**src/rtl/sw_debounce_pkg.sv**
```systemverilog
// -----------------------------------------------------------------------------
// sw_debounce_pkg
// Shared definitions for the switch debouncer: the per-channel FSM state
// encoding and the default acceptance window (10 ms at a 50 MHz clock).
// -----------------------------------------------------------------------------
package sw_debounce_pkg;

    // Per-channel debounce state. WAIT_* states count stable cycles before
    // the new level is accepted.
    typedef enum logic [1:0] {
        ST_LO   = 2'd0,
        WAIT_HI = 2'd1,
        ST_HI   = 2'd2,
        WAIT_LO = 2'd3
    } db_state_t;

    localparam int DEBOUNCE_CYCLES_DEFAULT = 500000;

endpackage : sw_debounce_pkg

```
**src/rtl/debounce_channel.sv**
```systemverilog
// -----------------------------------------------------------------------------
// debounce_channel
// One switch channel: two-flop synchronizer, debounce FSM and stable-cycle
// counter. All outputs are registered.
//
// Ports:
//   clk       in   system clock, rising edge
//   reset     in   asynchronous active-low reset
//   sw_raw    in   raw switch level, asynchronous to clk
//   sw_clean  out  debounced level
//   rise      out  one-cycle pulse when sw_clean goes 0->1
//   fall      out  one-cycle pulse when sw_clean goes 1->0
// -----------------------------------------------------------------------------
module debounce_channel
    import sw_debounce_pkg::*;
#(
    parameter int DEBOUNCE_CYCLES = DEBOUNCE_CYCLES_DEFAULT,
    parameter int CNT_W           = $clog2(DEBOUNCE_CYCLES)
) (
    input  logic clk,
    input  logic reset,
    input  logic sw_raw,
    output logic sw_clean,
    output logic rise,
    output logic fall
);

    // Last count value before acceptance; the FSM leaves WAIT_* here, so the
    // counter can never wrap.
    localparam logic [CNT_W-1:0] CNT_LAST = CNT_W'(DEBOUNCE_CYCLES - 1);

    logic            s1_q, s1_d;
    logic            s2_q, s2_d;
    db_state_t       state_q, state_d;
    logic [CNT_W-1:0] cnt_q, cnt_d;
    logic            clean_q, clean_d;
    logic            rise_q, rise_d;
    logic            fall_q, fall_d;

    // Next-state, counter and output-pulse computation.
    always_comb begin
        s1_d    = sw_raw;
        s2_d    = s1_q;
        state_d = state_q;
        cnt_d   = cnt_q;
        clean_d = clean_q;
        rise_d  = 1'b0;
        fall_d  = 1'b0;
        case (state_q)
            ST_LO: begin
                clean_d = 1'b0;
                if (s2_q) begin
                    state_d = WAIT_HI;
                    cnt_d   = {CNT_W{1'b0}};
                end else begin
                    state_d = ST_LO;
                end
            end
            WAIT_HI: begin
                if (!s2_q) begin
                    // Bounce: drop the pending rise without any pulse.
                    state_d = ST_LO;
                end else if (cnt_q == CNT_LAST) begin
                    state_d = ST_HI;
                    clean_d = 1'b1;
                    rise_d  = 1'b1;
                end else begin
                    cnt_d = cnt_q + {{(CNT_W-1){1'b0}}, 1'b1};
                end
            end
            ST_HI: begin
                clean_d = 1'b1;
                if (!s2_q) begin
                    state_d = WAIT_LO;
                    cnt_d   = {CNT_W{1'b0}};
                end else begin
                    state_d = ST_HI;
                end
            end
            WAIT_LO: begin
                if (s2_q) begin
                    state_d = ST_HI;
                end else if (cnt_q == CNT_LAST) begin
                    state_d = ST_LO;
                    clean_d = 1'b0;
                    fall_d  = 1'b1;
                end else begin
                    cnt_d = cnt_q + {{(CNT_W-1){1'b0}}, 1'b1};
                end
            end
            default: begin
                state_d = ST_LO;
                cnt_d   = {CNT_W{1'b0}};
                clean_d = 1'b0;
            end
        endcase
    end

    // Synchronizer, FSM state, counter and registered outputs.
    always_ff @(posedge clk or negedge reset) begin
        if (!reset) begin
            s1_q    <= 1'b0;
            s2_q    <= 1'b0;
            state_q <= ST_LO;
            cnt_q   <= {CNT_W{1'b0}};
            clean_q <= 1'b0;
            rise_q  <= 1'b0;
            fall_q  <= 1'b0;
        end else begin
            s1_q    <= s1_d;
            s2_q    <= s2_d;
            state_q <= state_d;
            cnt_q   <= cnt_d;
            clean_q <= clean_d;
            rise_q  <= rise_d;
            fall_q  <= fall_d;
        end
    end

    assign sw_clean = clean_q;
    assign rise     = rise_q;
    assign fall     = fall_q;

endmodule : debounce_channel

```
**src/rtl/sw_debounce.sv**
```systemverilog
// -----------------------------------------------------------------------------
// sw_debounce
// Conditions a bank of raw, bouncing switch inputs into clean synchronous
// levels plus single-cycle rise/fall pulses. Channels are independent.
//
// Ports:
//   clk       in   system clock, rising edge
//   reset     in   asynchronous active-low reset
//   sw_raw    in   [N] raw switch levels, asynchronous to clk
//   sw_clean  out  [N] debounced levels
//   rise      out  [N] one-cycle pulse on each clean 0->1 transition
//   fall      out  [N] one-cycle pulse on each clean 1->0 transition
// -----------------------------------------------------------------------------
module sw_debounce
    import sw_debounce_pkg::*;
#(
    parameter int N               = 10,
    parameter int DEBOUNCE_CYCLES = DEBOUNCE_CYCLES_DEFAULT,
    parameter int CNT_W           = $clog2(DEBOUNCE_CYCLES)
) (
    input  logic         clk,
    input  logic         reset,
    input  logic [N-1:0] sw_raw,
    output logic [N-1:0] sw_clean,
    output logic [N-1:0] rise,
    output logic [N-1:0] fall
);

    for (genvar i = 0; i < N; i++) begin : g_ch
        debounce_channel #(
            .DEBOUNCE_CYCLES (DEBOUNCE_CYCLES),
            .CNT_W           (CNT_W)
        ) u_ch (
            .clk      (clk),
            .reset    (reset),
            .sw_raw   (sw_raw[i]),
            .sw_clean (sw_clean[i]),
            .rise     (rise[i]),
            .fall     (fall[i])
        );
    end

endmodule : sw_debounce

```
**config.mk**
```make
export PLATFORM = sky130hd
export DESIGN_NAME = sw_debounce
export DESIGN_NICKNAME = d
export VERILOG_FILES = /design/src/rtl/sw_debounce_pkg.sv /design/src/rtl/debounce_channel.sv /design/src/rtl/sw_debounce.sv
export SDC_FILE = /design/constraint.sdc
export NUM_CORES = 1
export LEC_CHECK = 0
export CAP_MARGIN = 10
export CORE_MARGIN = 10
export CORE_UTILIZATION = 61
export CTS_CLUSTER_DIAMETER = 40
export DETAILED_ROUTE_END_ITERATION = 10
export PLACE_DENSITY = 0.88
export SLEW_MARGIN = 20
export SYNTH_ARGS = -nofsm -noshare
export SYNTH_HDL_FRONTEND = slang
export SYNTH_SLANG_ARGS = --single-unit
```
**constraint.sdc**
```tcl
create_clock -name clk -period 2.9 [get_ports clk]
set_clock_uncertainty 0.15 [all_clocks]
set_input_delay 0.58 -clock clk [delete_from_list [all_inputs] [get_ports clk]]
set_output_delay 0.58 -clock clk [all_outputs]
set_load 0.1 [all_outputs]
```
==> load_flow_metrics.sql, run 1 <==
INSERT INTO impl_metrics (metric_group, metric, value, unit) VALUES
('yosys', 'synth_sequential_area_ratio', '0.4369', ''),
('sta', 'endpoints_failing_hold', '0', ''),
('power', 'power_per_cell_area', '854.1', 'nW/um^2'),
('sta', 'timing.final.crit_share', '0.9306', ''),
('yosys', 'synth_area_per_cell', '9.036', 'sq um'),
('routing', 'drt-initial-drc-count', '1306', ''),
('cts', 'cts_root_buffer', 'sky130_fd_sc_hd__clkbuf_16', ''),
('placement', 'dpl_cell_area', '15480', 'sq um'),
('setup_path', 'critical_path.endpoint_type', 'register', ''),
('cts', 'cts.sinks', '260', ''),
('routing', 'route.detailed.drc', '0', ''),
('grt', 'first_global_vias', '12490', ''),
('yosys', 'synthesized_flop_and_latch_total', '260', ''),
('floorplan', 'die_x', '176.2', 'microns'),
('flow_run', 'max_cap_viol_count', '0', ''),
('setup_path', 'setup.worst_path.end', 'g_ch[4].u_ch.cnt_q[0]', ''),
('outcome', 'status', 'complete, no violations', ''),
('placement', 'placed_wire_length_estimate_after_detailed_placement', '21930', 'microns'),
('cts', 'cts_buffers', '38', ''),
('routing', 'drt_pass1_iterations', '5', ''),
('placement', 'gp_congestion', '0.8987', ''),
('sta', 'timing_max_transition_violations_final', '0', ''),
('cts', 'cts_max_level', '2', ''),
('layout', 'finalInstanceArea', '16940', 'sq um'),
('sta', 'worstMarginPinSlew', '848.6', 'ps'),
('yosys', 'yosys_most_used_dff', 'sky130_fd_sc_hd__dfrtp_1', ''),
('setup_path', 'crit-reg2reg-capture', 'g_ch[4].u_ch.cnt_q[0]', ''),
('routing', 'detail-route-antenna-nets', '0', ''),
('grt', 'grt_antenna_before_repair', '0', ''),
('routing', 'detailroute.via_count', '12920', ''),
('setup_path', 'cp.required', '3140', 'ps'),
('setup_path', 'crit_path_start_kind', 'register', ''),
('layout', 'num-nets-final', '1748', ''),
('yosys', 'dominant_combinational_cell_family_by_area_after_synthesis', 'simple AND/OR/NAND/NOR gates', ''),
('sta', 'timing.final.crit_period', '2699', 'ps'),
('sta', 'clock.fmax', '0.3705', 'GHz'),
('yosys', 'synthesis.area', '14890', 'sq um'),
('layout', 'num_antenna_cells', '0', ''),
('cts', 'skew_pair_late_insertion_delay', '510', 'ps'),
('setup_path', 'critical_path_peak_fanout', '7', ''),
('yosys', 'synth-warning-count', '0', ''),
('setup_path', 'timing.critical_path.from', 'g_ch[4].u_ch.cnt_q[11]', ''),
('floorplan', 'num_rows', '57', ''),
('yosys', 'synth_simple_gate_area_share', '0.2396', ''),
('sta', 'tns', '0', 'ps'),
('floorplan', 'die-height', '176.2', 'microns'),
('cts', 'max-clock-path-buffers', '3', ''),
('grt', 'pin_count_of_the_biggest_net_entering_global_routing', '83', ''),
('yosys', 'syn_inst', '1648', ''),
('sta', 'report.final.setup_viol', '0', ''),
('yosys', 'muxShareOfSynthArea', '0.02647', ''),
('routing', 'routed_wire_length_per_instance', '16.63', 'microns'),
('yosys', 'synth_edf_count', '0', ''),
('floorplan', 'num_io_pins', '42', ''),
('sta', 'slew_headroom', '0.4294', ''),
('layout', 'final_common_cell', 'sky130_fd_sc_hd__dfrtp_1', ''),
('yosys', 'synthDistinctLibCells', '75', ''),
('sta', 'setup_repair_after_global_routing_missed_its_margin', 'no', ''),
('yosys', 'synth_xor_area_frac', '0.01823', ''),
('yosys', 'synth.net_count', '1718', ''),
('floorplan', 'fp.dieArea', '31060', 'sq um'),
('floorplan', 'floorplan.initialDensity', '0.6159', ''),
('yosys', 'synth-compound-area-share', '0.1816', ''),
('layout', 'layout-drive-gt1-share', '0.1183', ''),
('power', 'leakagePower', '0.007320', 'uW'),
('routing', 'avgViaCountPerCell', '6.362', ''),
('routing', 'route.final.wire_length', '33770', 'microns'),
('power', 'vdd.ir_drop.worst', '0.7943', 'mV'),
('grt', 'grt_usage', '0.2148', ''),
('floorplan', 'core-area', '24180', 'sq um'),
('setup_path', 'criticalPathCategory', 'reg2reg', '');
[cell usage after synthesis (22+ instances only)]
library cell | instances | area [sq um]
sky130_fd_sc_hd__nor2_1 | 133 | 499.2
sky130_fd_sc_hd__nand3_1 | 86 | 430.4
sky130_fd_sc_hd__inv_1 | 58 | 217.7
sky130_fd_sc_hd__o31ai_1 | 34 | 255.2
sky130_fd_sc_hd__nor3_1 | 32 | 160.2
sky130_fd_sc_hd__or4_1 | 25 | 187.7
sky130_fd_sc_hd__and3_1 | 31 | 193.9
sky130_fd_sc_hd__clkbuf_1 | 55 | 206.5
sky130_fd_sc_hd__a31oi_1 | 22 | 137.6
sky130_fd_sc_hd__a21oi_1 | 99 | 495.5
sky130_fd_sc_hd__or3_1 | 22 | 137.6
sky130_fd_sc_hd__ha_1 | 58 | 725.7
sky130_fd_sc_hd__nand4_1 | 57 | 356.6
sky130_fd_sc_hd__nand2_1 | 150 | 563.0
sky130_fd_sc_hd__buf_4 | 30 | 225.2
sky130_fd_sc_hd__dfrtp_1 | 260 | 6506
sky130_fd_sc_hd__o21ai_0 | 138 | 690.7
[cell type report]
cell class              instances  area (sq um)
inverters                      58         217.7
clock buffers                  43          1001
flip-flops and latches        260          6506
repair buffers                 88         733.2
well taps                     324         405.4
fillers                      1740          7233
clock inverters                26         416.7
multi-input cells            1232          7664
[what timing repair did]
action                     4_1_cts  5_1_grt
hold endpoints to repair        74        0
setup buffers                    0        3
setup endpoints to repair        0        1
hold buffers                     1        0
resized for setup                0        0
[critical path, cell delays in order, from the launching register on]
cell and delay (ps):
sky130_fd_sc_hd__dfrtp_1 430, sky130_fd_sc_hd__or4b_2 680, sky130_fd_sc_hd__nor4_1 410, sky130_fd_sc_hd__nand2_1 280, sky130_fd_sc_hd__o22ai_1 280, sky130_fd_sc_hd__mux2_2 360
[flip-flops by register name, summed over array words and instances (netlist names), named ones only]
signal,count
g_ch.u_ch.fall,10
g_ch.u_ch.rise,10
g_ch.u_ch.cnt_q,190
g_ch.u_ch.state_q,10
g_ch.u_ch.sw_clean,10
g_ch.u_ch.s1_q,10
g_ch.u_ch.s2_q,10
[stage by stage]
| step | util | setup WS [ps] | total power, uW | std cells | hold WS, ps |
|---|---|---|---|---|---|
| after floorplan | - | 469.7 | 8021 | 1648 | 134.4 |
| after global placement | 0.6403 | 221.5 | 8955 | 1958 | 182.2 |
| after detailed placement | 0.6403 | 157.0 | 9174 | 1958 | 184.7 |
| after CTS | 0.6994 | 143.5 | 14410 | 2028 | 198.1 |
| after global routing | 0.7008 | 57.38 | 15280 | 2031 | 202.8 |
| final | 0.7008 | 201.1 | 14470 | 2031 | 198.1 |
[worst min path at each step]
stage | depth (start not counted) | slack [ps] | end | startpoint
after floorplan | 0 | 130 | asynchronous set/reset pin | reset
after global placement | 0 | 180 | g_ch[4].u_ch.s2_q | g_ch[4].u_ch.s1_q
after detailed placement | 0 | 180 | g_ch[0].u_ch.s2_q | g_ch[0].u_ch.s1_q
after CTS | 0 | 200 | g_ch[0].u_ch.s2_q | g_ch[0].u_ch.s1_q
after global routing | 0 | 200 | g_ch[6].u_ch.s2_q | g_ch[6].u_ch.s1_q
final | 0 | 200 | g_ch[0].u_ch.s2_q | g_ch[0].u_ch.s1_q
[cells by family (layout without fill, tap and decap cells)]
family | count (synthesis) | count (layout)
buf+inv | 156 | 215
fa+ha+maj | 58 | 58
mux | 37 | 37
flops | 260 | 260
compound gates | 431 | 431
simple gates | 675 | 675
xor+xnor | 31 | 31
[per-layer routing]
layer	vias to the layer above	part of all wire	global-route usage
li1	6148	-	-
met3	62	0.055	0.03246
met1	6255	0.44	0.2835
met5	-	0	0
met4	0	0.017	0.06358
met2	456	0.49	0.3590
[power breakdown]
| group | total (uW) | leakage [uW] | switching (uW) | internal [uW] |
|---|---|---|---|---|
| logic | 4990 | 0.00312 | 3330 | 1650 |
| registers | 4360 | 0.00352 | 376 | 3980 |
| clock network | 5130 | 0.000683 | 1790 | 3340 |
Note: power is estimated with default switching activity, not from simulation.
==> run 2, diff against run 1 <==
--- a/config.mk
+++ b/config.mk
@@ -6,10 +6,10 @@
 export NUM_CORES = 1
 export LEC_CHECK = 0
 export CAP_MARGIN = 10
-export CORE_MARGIN = 10
 export CORE_UTILIZATION = 61
-export CTS_CLUSTER_DIAMETER = 40
+export CTS_CLUSTER_DIAMETER = 30
 export DETAILED_ROUTE_END_ITERATION = 10
+export GPL_TIMING_DRIVEN = 1
 export PLACE_DENSITY = 0.88
 export SLEW_MARGIN = 20
 export SYNTH_ARGS = -nofsm -noshare
==> run 2 against run 1 <==
Compared with the run above:
- routed wire length is 1.5% higher
- global-route usage is 7.1 points higher
- highest routed layer unchanged
- total power is 7.9% higher
- die area is 19% lower
- clock power is 23% higher
- maximum frequency is 1.4% higher
- critical path depth stayed put
- sequential power hardly changed
- largest cell class unchanged
- non-clock buffer count is 4 lower
==> load_flow_metrics.sql, run 2 (synthesized netlist as in run 1, its figures left out) <==
INSERT INTO impl_metrics (metric_group, metric, value, unit) VALUES
('grt', 'grt_antenna_before_repair', '0', ''),
('setup_path', 'cp.required', '3220', 'ps'),
('sta', 'timing.final.crit_period', '2663', 'ps'),
('cts', 'worst_setup_hold_path_clk_slew', '60', 'ps'),
('cts', 'skew_pair_late_insertion_delay', '550', 'ps'),
('setup_path', 'critical_path_peak_fanout', '9', ''),
('flow_run', 'max_cap_viol_count', '0', ''),
('sta', 'worstMarginPinSlew', '782.2', 'ps'),
('layout', 'final_common_cell', 'sky130_fd_sc_hd__dfrtp_1', ''),
('placement', 'gp_congestion', '0.9202', ''),
('setup_path', 'path_cells', 'or4_1, or4_1, o2111ai_1, o21ai_0, a21oi_1', ''),
('power', 'power_per_cell_area', '899.6', 'nW/um^2'),
('floorplan', 'floorplan.initialDensity', '0.6288', ''),
('routing', 'drt-initial-drc-count', '1069', ''),
('layout', 'num-nets-final', '1760', ''),
('setup_path', 'criticalPathCategory', 'reg2reg', ''),
('power', 'leakagePower', '0.007509', 'uW'),
('cts', 'cts_max_level', '2', ''),
('layout', 'layout-drive-gt1-share', '0.1316', ''),
('floorplan', 'die_x', '158.2', 'microns'),
('layout', 'top_register', 'g_ch.u_ch.cnt_q', ''),
('sta', 'tns', '0', 'ps'),
('setup_path', 'timing.critical_path.slowest_cell_delay', '730', 'ps'),
('placement', 'buffer_ports.inserted', '41', ''),
('setup_path', 'crit_path_start_kind', 'register', ''),
('routing', 'route.final.wire_length', '34290', 'microns'),
('cts', 'cts_tree', 'yes', ''),
('sta', 'report.final.setup_viol', '0', ''),
('sta', 'clock.fmax', '0.3755', 'GHz'),
('setup_path', 'critPathSlowestCell', 'sky130_fd_sc_hd__or4_1', ''),
('routing', 'routed_wire_length_per_instance', '16.71', 'microns'),
('layout', 'area_delta_synth_final', '16.57', '%'),
('routing', 'route.detailed.drc', '0', ''),
('outcome', 'status', 'complete, no violations', ''),
('sta', 'endpoints_failing_hold', '0', ''),
('floorplan', 'core-area', '23680', 'sq um'),
('sta', 'timing_max_transition_violations_final', '0', ''),
('sta', 'slew_headroom', '0.4766', ''),
('layout', 'nFillCells', '1643', ''),
('routing', 'drt_pass1_iterations', '5', ''),
('floorplan', 'fp.dieArea', '25040', 'sq um'),
('routing', 'detail-route-antenna-nets', '0', ''),
('layout', 'top_library_cells_by_usage_in_the_layout_fill_and_taps_aside', 'sky130_fd_sc_hd__dfrtp_1, sky130_fd_sc_hd__nand2_1, sky130_fd_sc_hd__o21ai_0, sky130_fd_sc_hd__nor2_1, sky130_fd_sc_hd__a21oi_1', ''),
('cts', 'cts.sinks', '260', ''),
('power', 'vdd.ir_drop.worst', '0.8334', 'mV'),
('cts', 'cts_buffers', '54', ''),
('setup_path', 'critPathMostFrequentCell', 'sky130_fd_sc_hd__or4_1', ''),
('sta', 'setup_repair_after_global_routing_missed_its_margin', 'no', ''),
('grt', 'first_pass_grt_wire_length', '59180', 'microns'),
('floorplan', 'num_io_pins', '42', ''),
('routing', 'detailroute.via_count', '13100', ''),
('layout', 'largest_register_ff_count', '190', ''),
('grt', 'globalRouteOverflowTotal', '0', ''),
('cts', 'max-clock-path-buffers', '3', ''),
('layout', 'finalCoreUtilization', '0.7330', ''),
('hold_path', 'hp-class', 'reg2reg', ''),
('grt', 'pin_count_of_the_biggest_net_entering_global_routing', '82', ''),
('setup_path', 'critical_path.endpoint_type', 'register', ''),
('grt', 'grt_usage', '0.2859', ''),
('floorplan', 'die-height', '158.2', 'microns'),
('grt', 'first_global_vias', '13120', ''),
('sta', 'timing.final.crit_share', '0.9182', ''),
('cts', 'cts_root_buffer', 'sky130_fd_sc_hd__clkbuf_16', ''),
('setup_path', 'worst-endpoint-arrival', '2980', 'ps'),
('floorplan', 'num_rows', '56', ''),
('placement', 'placed_wire_length_estimate_after_detailed_placement', '21780', 'microns'),
('layout', 'num_antenna_cells', '0', ''),
('routing', 'avgViaCountPerCell', '6.386', '');
run 2: changes by cell type in the layout (fill, tap and decap cells not counted), sizes merged:
cell / delta
inv: +4
buf: -4
clkinv: +5
bufinv: -2
clkbuf: +16
clkinvlp: +7
run 2: path summary, 6_finish.rpt:
path,startpoint,endpoint,slack (ps),depth (start not counted)
min in group asynchronous,reset,g_ch[8].u_ch.fall,390,2
hold reg to reg,g_ch[6].u_ch.s1_q,g_ch[6].u_ch.s2_q,190,0
hold / removal,g_ch[6].u_ch.s1_q,g_ch[6].u_ch.s2_q,190,0
setup reg to reg,g_ch[7].u_ch.cnt_q[14],g_ch[7].u_ch.cnt_q[18],240,5
setup / recovery,g_ch[7].u_ch.cnt_q[14],g_ch[7].u_ch.cnt_q[18],240,5
max in group asynchronous,reset,g_ch[2].u_ch.sw_clean,1380,3
run 2: metrics by stage:
stage,instance area [sq um],total power (uW),instances,hold WS [ps],setup WS [ps]
5_1_grt,17360,16450,2052,197.1,82.82
6_report,17360,15620,2052,188.1,237.2
2_1_floorplan,14890,8021,1648,134.4,469.7
3_5_place_dp,15450,9158,1950,184.7,167.0
3_3_place_gp,15450,8929,1950,182.9,238.8
4_1_cts,17330,15610,2050,189.0,155.4
run 2: area by class of cell:
cell class | count | area, sq um | area share
multi-input cells | 1232 | 7664 | 0.4415
flip-flops and latches | 260 | 6506 | 0.3748
clock buffers | 59 | 1401 | 0.08073
repair buffers | 84 | 703.2 | 0.04051
clock inverters | 40 | 467.9 | 0.02696
well taps | 319 | 399.1 | 0.02299
inverters | 58 | 217.7 | 0.01254
run 2: worst max-delay path, delay by kind of cell (launching register included):
kind | cells | cell delay, ps
compound gates | 3 | 730
simple gates | 2 | 1260
flops | 1 | 440
run 2: report_power, final:
group | switching [uW] | internal [uW]
Clock | 2140 | 4160
Combinational | 3330 | 1640
Sequential | 364 | 3990
Total | 5830 | 9780
run 2: repair_timing:
action                                 CTS  global route
endpoints found under the hold margin   50             0
gates resized for setup                  0             0
setup endpoints to repair                0             1
setup buffers                            0             2
hold buffers                             1             0
run 2: metal layers:
metal	track usage	wire, microns	vias to the layer above	share of wire
met5	0	0	-	0
li1	-	-	6172	-
met2	0.4962	17180	473	0.50
met4	0.1209	883	0	0.026
met1	0.3546	14420	6369	0.42
met3	0.04243	1815	90	0.053
